File: config.mk
export PLATFORM = sky130hd
export DESIGN_NAME = serial_mag_compare
export DESIGN_NICKNAME = d
export VERILOG_FILES = /design/src/rtl/serial_mag_compare_pkg.sv /design/src/rtl/serial_mag_compare_digit_compare.sv /design/src/rtl/serial_mag_compare.sv
export SDC_FILE = /design/constraint.sdc
export NUM_CORES = 1
export LEC_CHECK = 0
export BUFFER_PORTS_ARGS = -buffer_cell sky130_fd_sc_hd__clkbuf_2
export CORE_ASPECT_RATIO = 0.75
export CORE_MARGIN = 3
export CORE_UTILIZATION = 45
export CTS_CLUSTER_DIAMETER = 200
export DETAILED_ROUTE_END_ITERATION = 6
export PLACE_DENSITY = 0.7
export SLEW_MARGIN = 0
export SYNTH_ARGS = -nofsm -noshare
export SYNTH_HDL_FRONTEND = slang
export SYNTH_HIERARCHICAL = 1
export SYNTH_SLANG_ARGS = --single-unit
export TNS_END_PERCENT = 5
File: constraint.sdc
create_clock -name clk -period 5.2 [get_ports clk]
set_input_delay 0.78 -clock clk [delete_from_list [all_inputs] [get_ports clk]]
set_output_delay 0.78 -clock clk [all_outputs]
set_load 0.02 [all_outputs]
File: src/rtl/serial_mag_compare_pkg.sv
// Shared encodings, relation bundle and parameter legality check for serial_mag_compare.
// Two's-complement order is mapped onto unsigned order by flipping operand MSBs on capture.
`ifndef SERIAL_MAG_COMPARE_CHECK
`define SERIAL_MAG_COMPARE_CHECK(W, D) \
    if ((W) < 2 || (D) < 1 || (D) > (W) || ((W) % (D)) != 0) begin : g_param_err \
        $error("serial_mag_compare: illegal WIDTH/DIGIT combination"); \
    end
`endif

package serial_mag_compare_pkg;

    localparam logic [1:0] ST_IDLE = 2'd0;
    localparam logic [1:0] ST_SCAN = 2'd1;
    localparam logic [1:0] ST_DONE = 2'd2;

    localparam int REL_W = 5;

    typedef struct packed {
        logic eq;
        logic lt;
        logic le;
        logic gt;
        logic ge;
    } rel_t;

    // Full relation set from one digit decision; equal digits only reach here on the last digit.
    function automatic rel_t rel_from(input logic dgt, input logic dlt);
        rel_t r;
        r.eq = ~dgt & ~dlt;
        r.lt = dlt;
        r.gt = dgt;
        r.le = dlt | r.eq;
        r.ge = dgt | r.eq;
        return r;
    endfunction

endpackage

File: src/rtl/serial_mag_compare_digit_compare.sv
// Combinational unsigned compare of one DIGIT-bit slice; no state, no latency.
module digit_compare #(
    parameter int DIGIT = 2
) (
    input  logic [DIGIT-1:0] a_i,
    input  logic [DIGIT-1:0] b_i,
    output logic             dgt_o,
    output logic             dlt_o
);

    assign dgt_o = (a_i > b_i);
    assign dlt_o = (a_i < b_i);

endmodule

File: src/rtl/serial_mag_compare.sv
// Multi-cycle MSB-first magnitude comparator: DIGIT bits per clock, early exit on first difference.
// Latency d+1 cycles for first differing digit d (NDIG when equal); start ignored while busy.
module serial_mag_compare
    import serial_mag_compare_pkg::*;
#(
    parameter int WIDTH = 8,
    parameter int DIGIT = 2
) (
    input  logic                               clk,
    input  logic                               reset,
    input  logic                               start,
    input  logic                               signed_mode,
    input  logic [WIDTH-1:0]                   x,
    input  logic [WIDTH-1:0]                   y,
    output logic                               busy,
    output logic                               done,
    output logic                               eq,
    output logic                               lt,
    output logic                               le,
    output logic                               gt,
    output logic                               ge,
    output logic [$clog2(WIDTH/DIGIT+1)-1:0]   cycles
);

    localparam int NDIG = WIDTH / DIGIT;
    localparam int CW   = $clog2(NDIG + 1);

    `SERIAL_MAG_COMPARE_CHECK(WIDTH, DIGIT)

    logic [1:0]       state_q, state_d;
    logic [WIDTH-1:0] a_q, a_d;
    logic [WIDTH-1:0] b_q, b_d;
    logic [CW-1:0]    cnt_q, cnt_d;
    rel_t             rel_q, rel_d;

    logic             dgt, dlt, last_dig;
    logic [WIDTH-1:0] msb_flip;

    digit_compare #(.DIGIT(DIGIT)) u_digit_compare (
        .a_i   (a_q[WIDTH-1 -: DIGIT]),
        .b_i   (b_q[WIDTH-1 -: DIGIT]),
        .dgt_o (dgt),
        .dlt_o (dlt)
    );

    assign msb_flip = {signed_mode, {(WIDTH-1){1'b0}}};
    assign last_dig = (cnt_q == CW'(NDIG - 1));

    always_comb begin
        state_d = state_q;
        a_d     = a_q;
        b_d     = b_q;
        cnt_d   = cnt_q;
        rel_d   = rel_q;
        case (state_q)
            ST_IDLE, ST_DONE: begin
                if (start) begin
                    a_d     = x ^ msb_flip;
                    b_d     = y ^ msb_flip;
                    cnt_d   = '0;
                    rel_d   = '0;
                    state_d = ST_SCAN;
                end
            end
            ST_SCAN: begin
                // The counter always advances, so on exit it holds the number of digits examined.
                cnt_d = cnt_q + CW'(1);
                if (dgt || dlt || last_dig) begin
                    rel_d   = rel_from(dgt, dlt);
                    state_d = ST_DONE;
                end else begin
                    a_d = a_q << DIGIT;
                    b_d = b_q << DIGIT;
                end
            end
            default: state_d = ST_IDLE;
        endcase
    end

    always_ff @(posedge clk) begin
        if (reset) begin
            state_q <= ST_IDLE;
            a_q     <= '0;
            b_q     <= '0;
            cnt_q   <= '0;
            rel_q   <= '0;
        end else begin
            state_q <= state_d;
            a_q     <= a_d;
            b_q     <= b_d;
            cnt_q   <= cnt_d;
            rel_q   <= rel_d;
        end
    end

    assign busy   = (state_q == ST_SCAN);
    assign done   = (state_q == ST_DONE);
    assign eq     = rel_q.eq;
    assign lt     = rel_q.lt;
    assign le     = rel_q.le;
    assign gt     = rel_q.gt;
    assign ge     = rel_q.ge;
    assign cycles = cnt_q;

endmodule

==> results.cfg, run 1 <==
[place]
dp_cells = 201
finalWeightedCongestion = 0.729
hpwlAfterDp_mm = 2.01
io_buffers = 29

[drt]
remaining_drc_errors = 0
routedWlPerCell_um = 13.8
drt_iter0_drc = 116
vias = 1138
wl_mm = 2.81
first_pass_iters = 4
vias_per_cell = 5.58
drtAntennaViolNets = 0

[grt]
grt_pass1_wl_mm = 4.73
grt_max_degree = 30
grt_usage_pct = 17.5
grt_pass1_vias = 1041
antenna_found_initial = 0
grt_overflow = 0

[floorplanning]
core_area_um2 = 2680
dieArea_um2 = 3580
die_w_um = 68.1
fp-row-count = 16
io_pins = 30
fp.dieH_um = 52.6
initial_core_util_pct = 48.5

[timing]
rsz0062_at_grt = no
tns_ps = 0
tightestPinTransition_ps = 1070
fmax_ghz = 0.338
finClkSkew_ps = 6.92
finalSetupViolCount = 0
period_minus_slack_ps = 2960
period_share_pct = 56.9
finalMaxSlewViolations = 0
relSlewSlack_pct = 28.5
finalHoldViolations = 0

[clock_network]
cts_resized = 0
h-tree-depth = 1
cts_tree = done
cts_buffer_depth = 2
cts.sinks = 26
cts-buffers-inserted = 3
insertion_delay_ps = 270
cts-hold-fix-buffers = 0
cts-root-buf = clkbuf_8
cts_setup_buffers = 0
clk_pin_slew_ps = 90

[worst_setup_path]
cp_data_required_time_ps = 4420
cp-start-kind = flop
worstSetupEndpointType = output port
cp_max_fo = 29
arrival_ps = 2180
critPathKind = reg -> out

[yosys]
synth_nets = 173
synth-main-ff-cell = dfxtp_1
ys_ff_latch = 26
synth_edf_count = 0
yosysTopAreaCell = dfxtp_1
ys_types = 28
syn_area_per_cell_um2 = 8.73
synth_area_um2 = 1300
yosys_warnings = 6
synth_top_cells_by_count = nand2_1 (30), dfxtp_1 (26), a211oi_1 (12)
synthTopCellsByArea = dfxtp_1 (40%), nand2_1 (8.7%), a211oi_1 (6.9%), a311oi_1 (6.7%), a21oi_1 (4.2%)
yosysTopAreaCellShare_pct = 40.0
async_flop_share_pct = 0
ys_seq_area_share_pct = 40.0
yosysMostFrequentCell = nand2_1
synth_cells = 149

[final_layout]
fillers = 266
syn_to_final_growth_pct = 11.6
final_net_count = 194
drive_above_1_share_pct = 22.0
final_cells = 204
antenna_cells = 0

[run_status]
status = finished, final reports clean

[pwr]
vdd_ir_drop_max_v = 0.000158
p_leak_uw = 0.000575
power_density_nw_per_um2 = 382
finalPower_uw = 555

[job]
drv_cap = 0

[min_path]
hold_path.class = reg -> reg
-- per-stage QoR --
stage / worst slack [ps] / util (%) / cell area, µm² / hold WS, ps
2_1_floorplan: 3340 / - / 1300 / 452
3_3_place_gp: 2580 / 52.6 / 1410 / 458
3_5_place_dp: 2550 / 52.6 / 1410 / 476
4_1_cts: 2220 / 54.2 / 1450 / 488
5_1_grt: 1980 / 54.2 / 1450 / 512
6_report: 2240 / 54.2 / 1450 / 484
-- sequential cells by signal, summed over array words and instances (netlist names) --
name	cells
a_q	8
b_q	8
cycles	3
state_q	2
eq	1
ge	1
gt	1
le	1
lt	1
-- cell usage in the layout (no fill, tap or decap), types with 2 or more instances in the layout --
master and count:
nand2_1 30, clkbuf_2 29, dfxtp_1 26, a211oi_1 12
a21oi_1 11, a311oi_1 10, nand2b_1 7, o211ai_1 6
nor2_1 4, nor3b_1 4, ha_1 4, inv_1 3
nand3_1 3, clkbuf_8 3, nor2b_1 2, xnor2_1 2
a211o_1 2, mux2i_1 2
-- power by group --
group | switching, µW | leakage, µW | internal (µW)
Sequential | 16.1 | 0.000214 | 227
Clock | 57.9 | 0.0000216 | 51.8
Combinational | 130 | 0.000339 | 71.8
Total | 205 | 0.000575 | 350
-- kinds of logic (layout without fill, tap and decap cells) --
| logic type | count (synthesis) | in the layout | share of synthesized area (%) |
|---|---|---|---|
| and+or+nand+nor | 54 | 54 | 20.3 |
| AOI/OAI and AO/OA | 44 | 44 | 25.7 |
| DFF | 26 | 26 | 40.0 |
| buffers and inverters | 17 | 36 | 7.31 |
| adders and majority gates | 4 | 4 | 3.85 |
| xor gates and xnor gates | 2 | 2 | 1.35 |
| muxes | 2 | 2 | 1.54 |
-- critical path: stages, from the launching register on --
cell	delay, ps
dfxtp_1	380
nand2b_1	800
inv_2	450
clkbuf_2	280
-- path summary, 6_finish.rpt --
| kind | from | to | slack (ps) | depth (start not counted) |
|---|---|---|---|---|
| max | state_q[1]$_SDFFE_PP0P_ | busy | 2240 | 3 |
| min | b_q[1]$_SDFFE_PP0P_ | b_q[3]$_SDFFE_PP0P_ | 480 | 2 |
| max reg2reg | state_q[1]$_SDFFE_PP0P_ | a_q[7]$_SDFFE_PP0P_ | 2850 | 4 |
| min reg2reg | b_q[1]$_SDFFE_PP0P_ | b_q[3]$_SDFFE_PP0P_ | 480 | 2 |
-- layout make-up --
class                      instances  area (µm²)  share of cell area (%)
clock buffer                       3        41.3                    2.84
inverter                           4        15.0                    1.03
multi-input combinational        106         686                    47.2
sequential                        26         520                    35.8
tap                               36        45.0                    3.10
timing repair buffer              29         145                    9.99
-- layer usage --
layer | global-route usage (%) | vias up | part of all wire (%)
met2 | 26.7 | 22 | 46
met4 | 6.93 | 0 | 1.5
met1 | 23.2 | 535 | 48
li1 | - | 577 | -
met3 | 4.72 | 4 | 4.0
met5 | 0 | - | 0
Power figures use the tool's default switching activity.
==> run 2: changes to the inputs <==
--- a/config.mk
+++ b/config.mk
@@ -5,6 +5,7 @@
 export SDC_FILE = /design/constraint.sdc
 export NUM_CORES = 1
 export LEC_CHECK = 0
+export ABC_AREA = 1
 export BUFFER_PORTS_ARGS = -buffer_cell sky130_fd_sc_hd__clkbuf_2
 export CORE_ASPECT_RATIO = 0.75
 export CORE_MARGIN = 3
==> constraint.sdc (replaced) <==
create_clock -name clk -period 3.1 [get_ports clk]
set_input_delay 0.465 -clock clk [delete_from_list [all_inputs] [get_ports clk]]
set_output_delay 0.465 -clock clk [all_outputs]
set_load 0.02 [all_outputs]
==> results.cfg, run 2 <==
[worst_setup_path]
cp_data_required_time_ps = 3280
cp_slowest_cell = dfxtp_1
critPathKind = reg -> reg
cp_max_fo = 27
worstSetupEndpointType = flop
cp-start-kind = flop
crit_chain = inv_1 > ha_1 > a21oi_1 > nor2_2 > nand2_2 > nand2_4 > nand2_4 > nand2_1 > nand2_1 > nor2_1
crit_path_max_incr_delay_ps = 330
r2r_slack_ps = 1260
arrival_ps = 2010

[final_layout]
drive_above_1_share_pct = 18.8
antenna_cells = 0
syn_to_final_growth_pct = 14.6
final_cell_mix = nand2_1 (65), clkbuf_2 (29), nor2_1 (27)
layout.cells.most_common = nand2_1
final_net_count = 250

[floorplanning]
fp.dieH_um = 52.6
io_pins = 30
die_w_um = 68.2
core_area_um2 = 2680
initial_core_util_pct = 48.6
dieArea_um2 = 3590
fp-row-count = 16

[grt]
antenna_found_initial = 0
grt_usage_pct = 15.3
grt_overflow = 0
grt_pass1_wl_mm = 4.17
grt_pass1_vias = 970
grt_max_degree = 28

[drt]
vias = 1188
first_pass_iters = 4
routedWlPerCell_um = 9.33
wl_mm = 2.43
remaining_drc_errors = 0
drtAntennaViolNets = 0
vias_per_cell = 4.57
drt_iter0_drc = 64

[timing]
relSlewSlack_pct = 56.5
finalMaxSlewViolations = 0
tns_ps = 0
fmax_ghz = 0.545
finalSetupViolCount = 0
tightestPinTransition_ps = 651
finalHoldViolations = 0
period_minus_slack_ps = 1840
finClkSkew_ps = 5.27
rsz0062_at_grt = no
period_share_pct = 59.2

[yosys]
yosys_warnings = 6
yosysTopAreaCell = dfxtp_1
synth_cells = 199
synthTopCellsByArea = dfxtp_1 (40%), nand2_1 (19%), nor2_1 (7.8%), inv_1 (7.5%), a21oi_1 (5.0%)
synth_area_um2 = 1300
syn_area_per_cell_um2 = 6.55
ys_types = 20
ys_ff_latch = 26
yosysTopAreaCellShare_pct = 39.9
synth-main-ff-cell = dfxtp_1
synth_nets = 223
async_flop_share_pct = 0
ys_seq_area_share_pct = 39.9
yosysMostFrequentCell = nand2_1
synth_edf_count = 0
synth_top_cells_by_count = nand2_1 (65), nor2_1 (27), dfxtp_1 (26), inv_1 (26), a21oi_1 (13)

[pwr]
p_comb_share_pct = 48.1
finalPower_uw = 1280
p_sw_uw = 564
internal_power_uw = 718
vdd_ir_drop_max_v = 0.000370
power_density_nw_per_um2 = 858
p_leak_uw = 0.000776
clkPwrFrac_pct = 14.8
power_frac_seq_pct = 37.0
p_sw_share_pct = 44.0

[clock_network]
cts-root-buf = clkbuf_8
insertion_delay_ps = 270
h-tree-depth = 1
cts.sinks = 26
cts_setup_buffers = 0
cts_resized = 0
clk_pin_slew_ps = 90
cts-buffers-inserted = 3
cts-hold-fix-buffers = 0
cts_tree = done
cts_buffer_depth = 2

[min_path]
hold_path.class = in -> reg

[job]
drv_cap = 0

[place]
finalWeightedCongestion = 0.720
hpwlAfterDp_mm = 1.80
io_buffers = 29

[run_status]
status = finished, final reports clean
[run 2: cell count changes after synthesis, sizes merged, moves of 3 or more]
cell	delta
nor3b	-4
buf	-4
a311oi	-10
inv	+24
a21oi	+3
o211ai	-5
o21ai	+7
nand2b	-7
nor2b	-3
nand2	+40
nand3	+8
nor2	+25
a211oi	-12
[run 2: layer usage]
layer	up-vias	routed length [µm]	GRT usage [%]
met4	0	26	3.96
met2	27	1050	23.8
met1	500	1190	19.8
li1	656	-	-
met3	5	158	5.36
met5	-	0	0
[run 2: final timing paths]
check                           depth (start not counted)                   to           startpoint
worst min-delay path                                    3  a_q[1]$_SDFFE_PP0P_                 x[1]
worst max-delay path                                   10  a_q[3]$_SDFFE_PP0P_  b_q[7]$_SDFFE_PP0P_
worst max register to register                         10  a_q[3]$_SDFFE_PP0P_  b_q[7]$_SDFFE_PP0P_
worst min register to register                          2  b_q[0]$_SDFFE_PP0P_  b_q[0]$_SDFFE_PP0P_
[run 2: stage by stage]
step	utilization [%]	hold WS, ps	worst slack [ps]	area (µm²)	cells
2_1_floorplan	-	439	1470	1300	199
3_3_place_gp	54.2	456	1320	1450	257
3_5_place_dp	54.2	455	1270	1450	257
4_1_cts	55.7	413	1260	1490	260
5_1_grt	55.7	419	1040	1490	260
6_report	55.7	416	1260	1490	260
[run 2: logic make-up (layout without fill, tap and decap cells)]
family,Yosys count,in the layout,synth area share (%)
buf+inv,35,60,11.2
fa+ha+maj,4,4,3.84
flops,26,26,39.9
simple gates,110,110,35.2
compound gates,24,24,9.79
[run 2: area by class of cell]
| type | instances | area, µm² |
|---|---|---|
| tap | 36 | 45.0 |
| sequential | 26 | 520 |
| multi-input combinational | 138 | 637 |
| timing repair buffer | 29 | 145 |
| inverter | 28 | 105 |
| fill | 283 | 1190 |
| clock buffer | 3 | 41.3 |
[run 2: worst max-delay path: cells and delay by family, from the launching register on]
| family | cells | cell delay [ps] |
|---|---|---|
| buf+inv | 1 | 40 |
| compound gates | 1 | 320 |
| simple gates | 7 | 740 |
| fa+ha+maj | 1 | 300 |
| flops | 1 | 330 |
[run 2: power by group through the flow]
stage	clock network [µW]	registers [µW]	logic, µW
global route	207	485	730
floorplan	0	498	506
detailed placement	0	483	618
CTS	195	475	623
global placement	0	478	621
finish	190	474	617
==> run 3: changes to the inputs <==
--- a/config.mk
+++ b/config.mk
@@ -5,7 +5,7 @@
 export SDC_FILE = /design/constraint.sdc
 export NUM_CORES = 1
 export LEC_CHECK = 0
-export ABC_AREA = 1
+export ABC_AREA = 0
 export BUFFER_PORTS_ARGS = -buffer_cell sky130_fd_sc_hd__clkbuf_2
 export CORE_ASPECT_RATIO = 0.75
 export CORE_MARGIN = 3
==> constraint.sdc (replaced) <==
create_clock -name clk -period 1.8 [get_ports clk]
set_input_delay 0.27 -clock clk [delete_from_list [all_inputs] [get_ports clk]]
set_output_delay 0.27 -clock clk [all_outputs]
set_load 0.02 [all_outputs]
==> results.cfg, run 3 (synthesis results as in run 1) <==
[floorplanning]
fp-row-count = 16
io_pins = 30
die_w_um = 68.1
initial_core_util_pct = 48.5
core_area_um2 = 2680
dieArea_um2 = 3580
fp.dieH_um = 52.6

[grt]
grt_max_degree = 29
grt_pass1_vias = 1145
grt_usage_pct = 19.7
grt_pass1_wl_mm = 5.32
grt_overflow = 0
antenna_found_initial = 0

[worst_setup_path]
critPathKind = reg -> reg
cp_max_fo = 5
cp-start-kind = flop
arrival_ps = 2070
rr_startpoint = b_q[7]$_SDFFE_PP0P_
r2r.worst_path.cells = 9
cp_data_required_time_ps = 1980
worstSetupEndpointType = flop
r2r_end = b_q[2]$_SDFFE_PP0P_
r2r_slack_ps = -90

[timing]
finClkSkew_ps = 8.48
setup_slack_ps = -88.5
relSlewSlack_pct = 62.9
period_share_pct = 105
rsz0062_at_grt = yes
fmax_ghz = 0.530
finalSetupViolCount = 12
tightestPinTransition_ps = 557
finalMaxSlewViolations = 0
period_minus_slack_ps = 1890
hold_ws_ps = 208
finalHoldViolations = 0

[place]
io_buffers = 29
post-place-ws_ps = -90.7
hpwlAfterDp_mm = 2.18
finalWeightedCongestion = 0.818
placed_area_um2 = 1520

[final_layout]
final_net_count = 208
fin_area_um2 = 1630
drive_above_1_share_pct = 31.7
layout.cells.most_common = nand2_1
syn_to_final_growth_pct = 25.4
final_cell_mix = nand2_1 (30), clkbuf_2 (29), dfxtp_1 (24)
fillers = 259
antenna_cells = 0

[job]
drv_cap = 0

[drt]
vias = 1210
drtAntennaViolNets = 0
drt_iter0_drc = 74
routedWlPerCell_um = 14.5
remaining_drc_errors = 0
vias_per_cell = 5.53
first_pass_iters = 7
wl_mm = 3.19

[min_path]
hold_path.class = in -> reg
hp-start = x[1]
whs_endpoint = a_q[1]$_SDFFE_PP0P_
min_delay_path_depth = 3

[run_status]
status = complete, but fails checks
violations = setup timing

[clock_network]
cts-hold-fix-buffers = 0
cts-buffers-inserted = 3
insertion_delay_ps = 280
clk_pin_slew_ps = 100
cts_buffer_depth = 2
cts_tree = done
h-tree-depth = 1
cts.sinks = 26
cts-root-buf = clkbuf_8

[pwr]
p_leak_uw = 0.000662
vdd_ir_drop_max_v = 0.000506
power_density_nw_per_um2 = 1220
run 3: changes by cell type in the layout (fill, tap and decap cells not counted), moves of 10 or more:
cell	before	now
nor2_1	27	3
a211oi_1	0	12
buf_4	0	10
nand2_1	65	30
inv_1	26	2
a311oi_1	0	10
run 3: layout make-up:
class / instances / area [µm²] / share of cell area (%)
Clock buffer: 4 / 55.1 / 3.37
Inverter: 4 / 15.0 / 0.920
Multi-Input combinational cell: 106 / 728 / 44.6
Sequential cell: 26 / 523 / 32.1
Tap cell: 36 / 45.0 / 2.76
Timing Repair Buffer: 43 / 265 / 16.3
run 3: what timing repair did:
action                     in CTS  in global routing
setup endpoints to repair      15                 21
gates cloned                    1                  0
setup buffers                   0                  1
resized for setup               6                  4
pin swaps                       6                 10
run 3: worst max path at each step:
| stage | startpoint | end | slack, ps | cells after the start |
|---|---|---|---|---|
| after floorplan | b_q[7]$_SDFFE_PP0P_ | a_q[2]$_SDFFE_PP0P_ | -20 | 8 |
| after global placement | b_q[7]$_SDFFE_PP0P_ | a_q[2]$_SDFFE_PP0P_ | -5 | 7 |
| after detailed placement | b_q[7]$_SDFFE_PP0P_ | a_q[2]$_SDFFE_PP0P_ | -90 | 9 |
| after CTS | b_q[7]$_SDFFE_PP0P_ | a_q[1]$_SDFFE_PP0P_ | -30 | 8 |
| after global routing | b_q[7]$_SDFFE_PP0P_ | b_q[6]$_SDFFE_PP0P_ | -180 | 9 |
| final | b_q[7]$_SDFFE_PP0P_ | b_q[2]$_SDFFE_PP0P_ | -90 | 9 |
run 3: routing by layer:
| layer | GRT usage [%] | routed length [µm] | vias to the layer above |
|---|---|---|---|
| li1 | - | - | 606 |
| met1 | 25.5 | 1480 | 570 |
| met2 | 33.3 | 1510 | 29 |
| met3 | 4.29 | 176 | 5 |
| met4 | 4.62 | 19 | 0 |
| met5 | 0 | 0 | - |
run 3: power breakdown:
part | switching (µW) | leakage (µW) | internal, µW | total (µW)
clock network | 191 | 0.0000288 | 196 | 387
logic | 470 | 0.000419 | 428 | 898
registers | 51.4 | 0.000214 | 657 | 708
run 3: worst max-delay path, stage by stage, from the launching register on:
cell and delay (ps):
dfxtp_2 350, inv_2 40, ha_4 260, nor2b_4 190, nor2_4 50, buf_6 110
nor3_4 290, buf_6 170, a211oi_1 80, a311oi_1 230
run 3: metrics by stage:
stage,TNS (ps),util [%],power (µW),instances
4_1_cts,-112,60.0,1930,218
5_1_grt,-2170,60.8,2100,219
6_report,-465,60.8,1990,219
3_3_place_gp,-11.4,56.8,1440,213
2_1_floorplan,-157,-,1250,149
3_5_place_dp,-622,56.8,1460,213
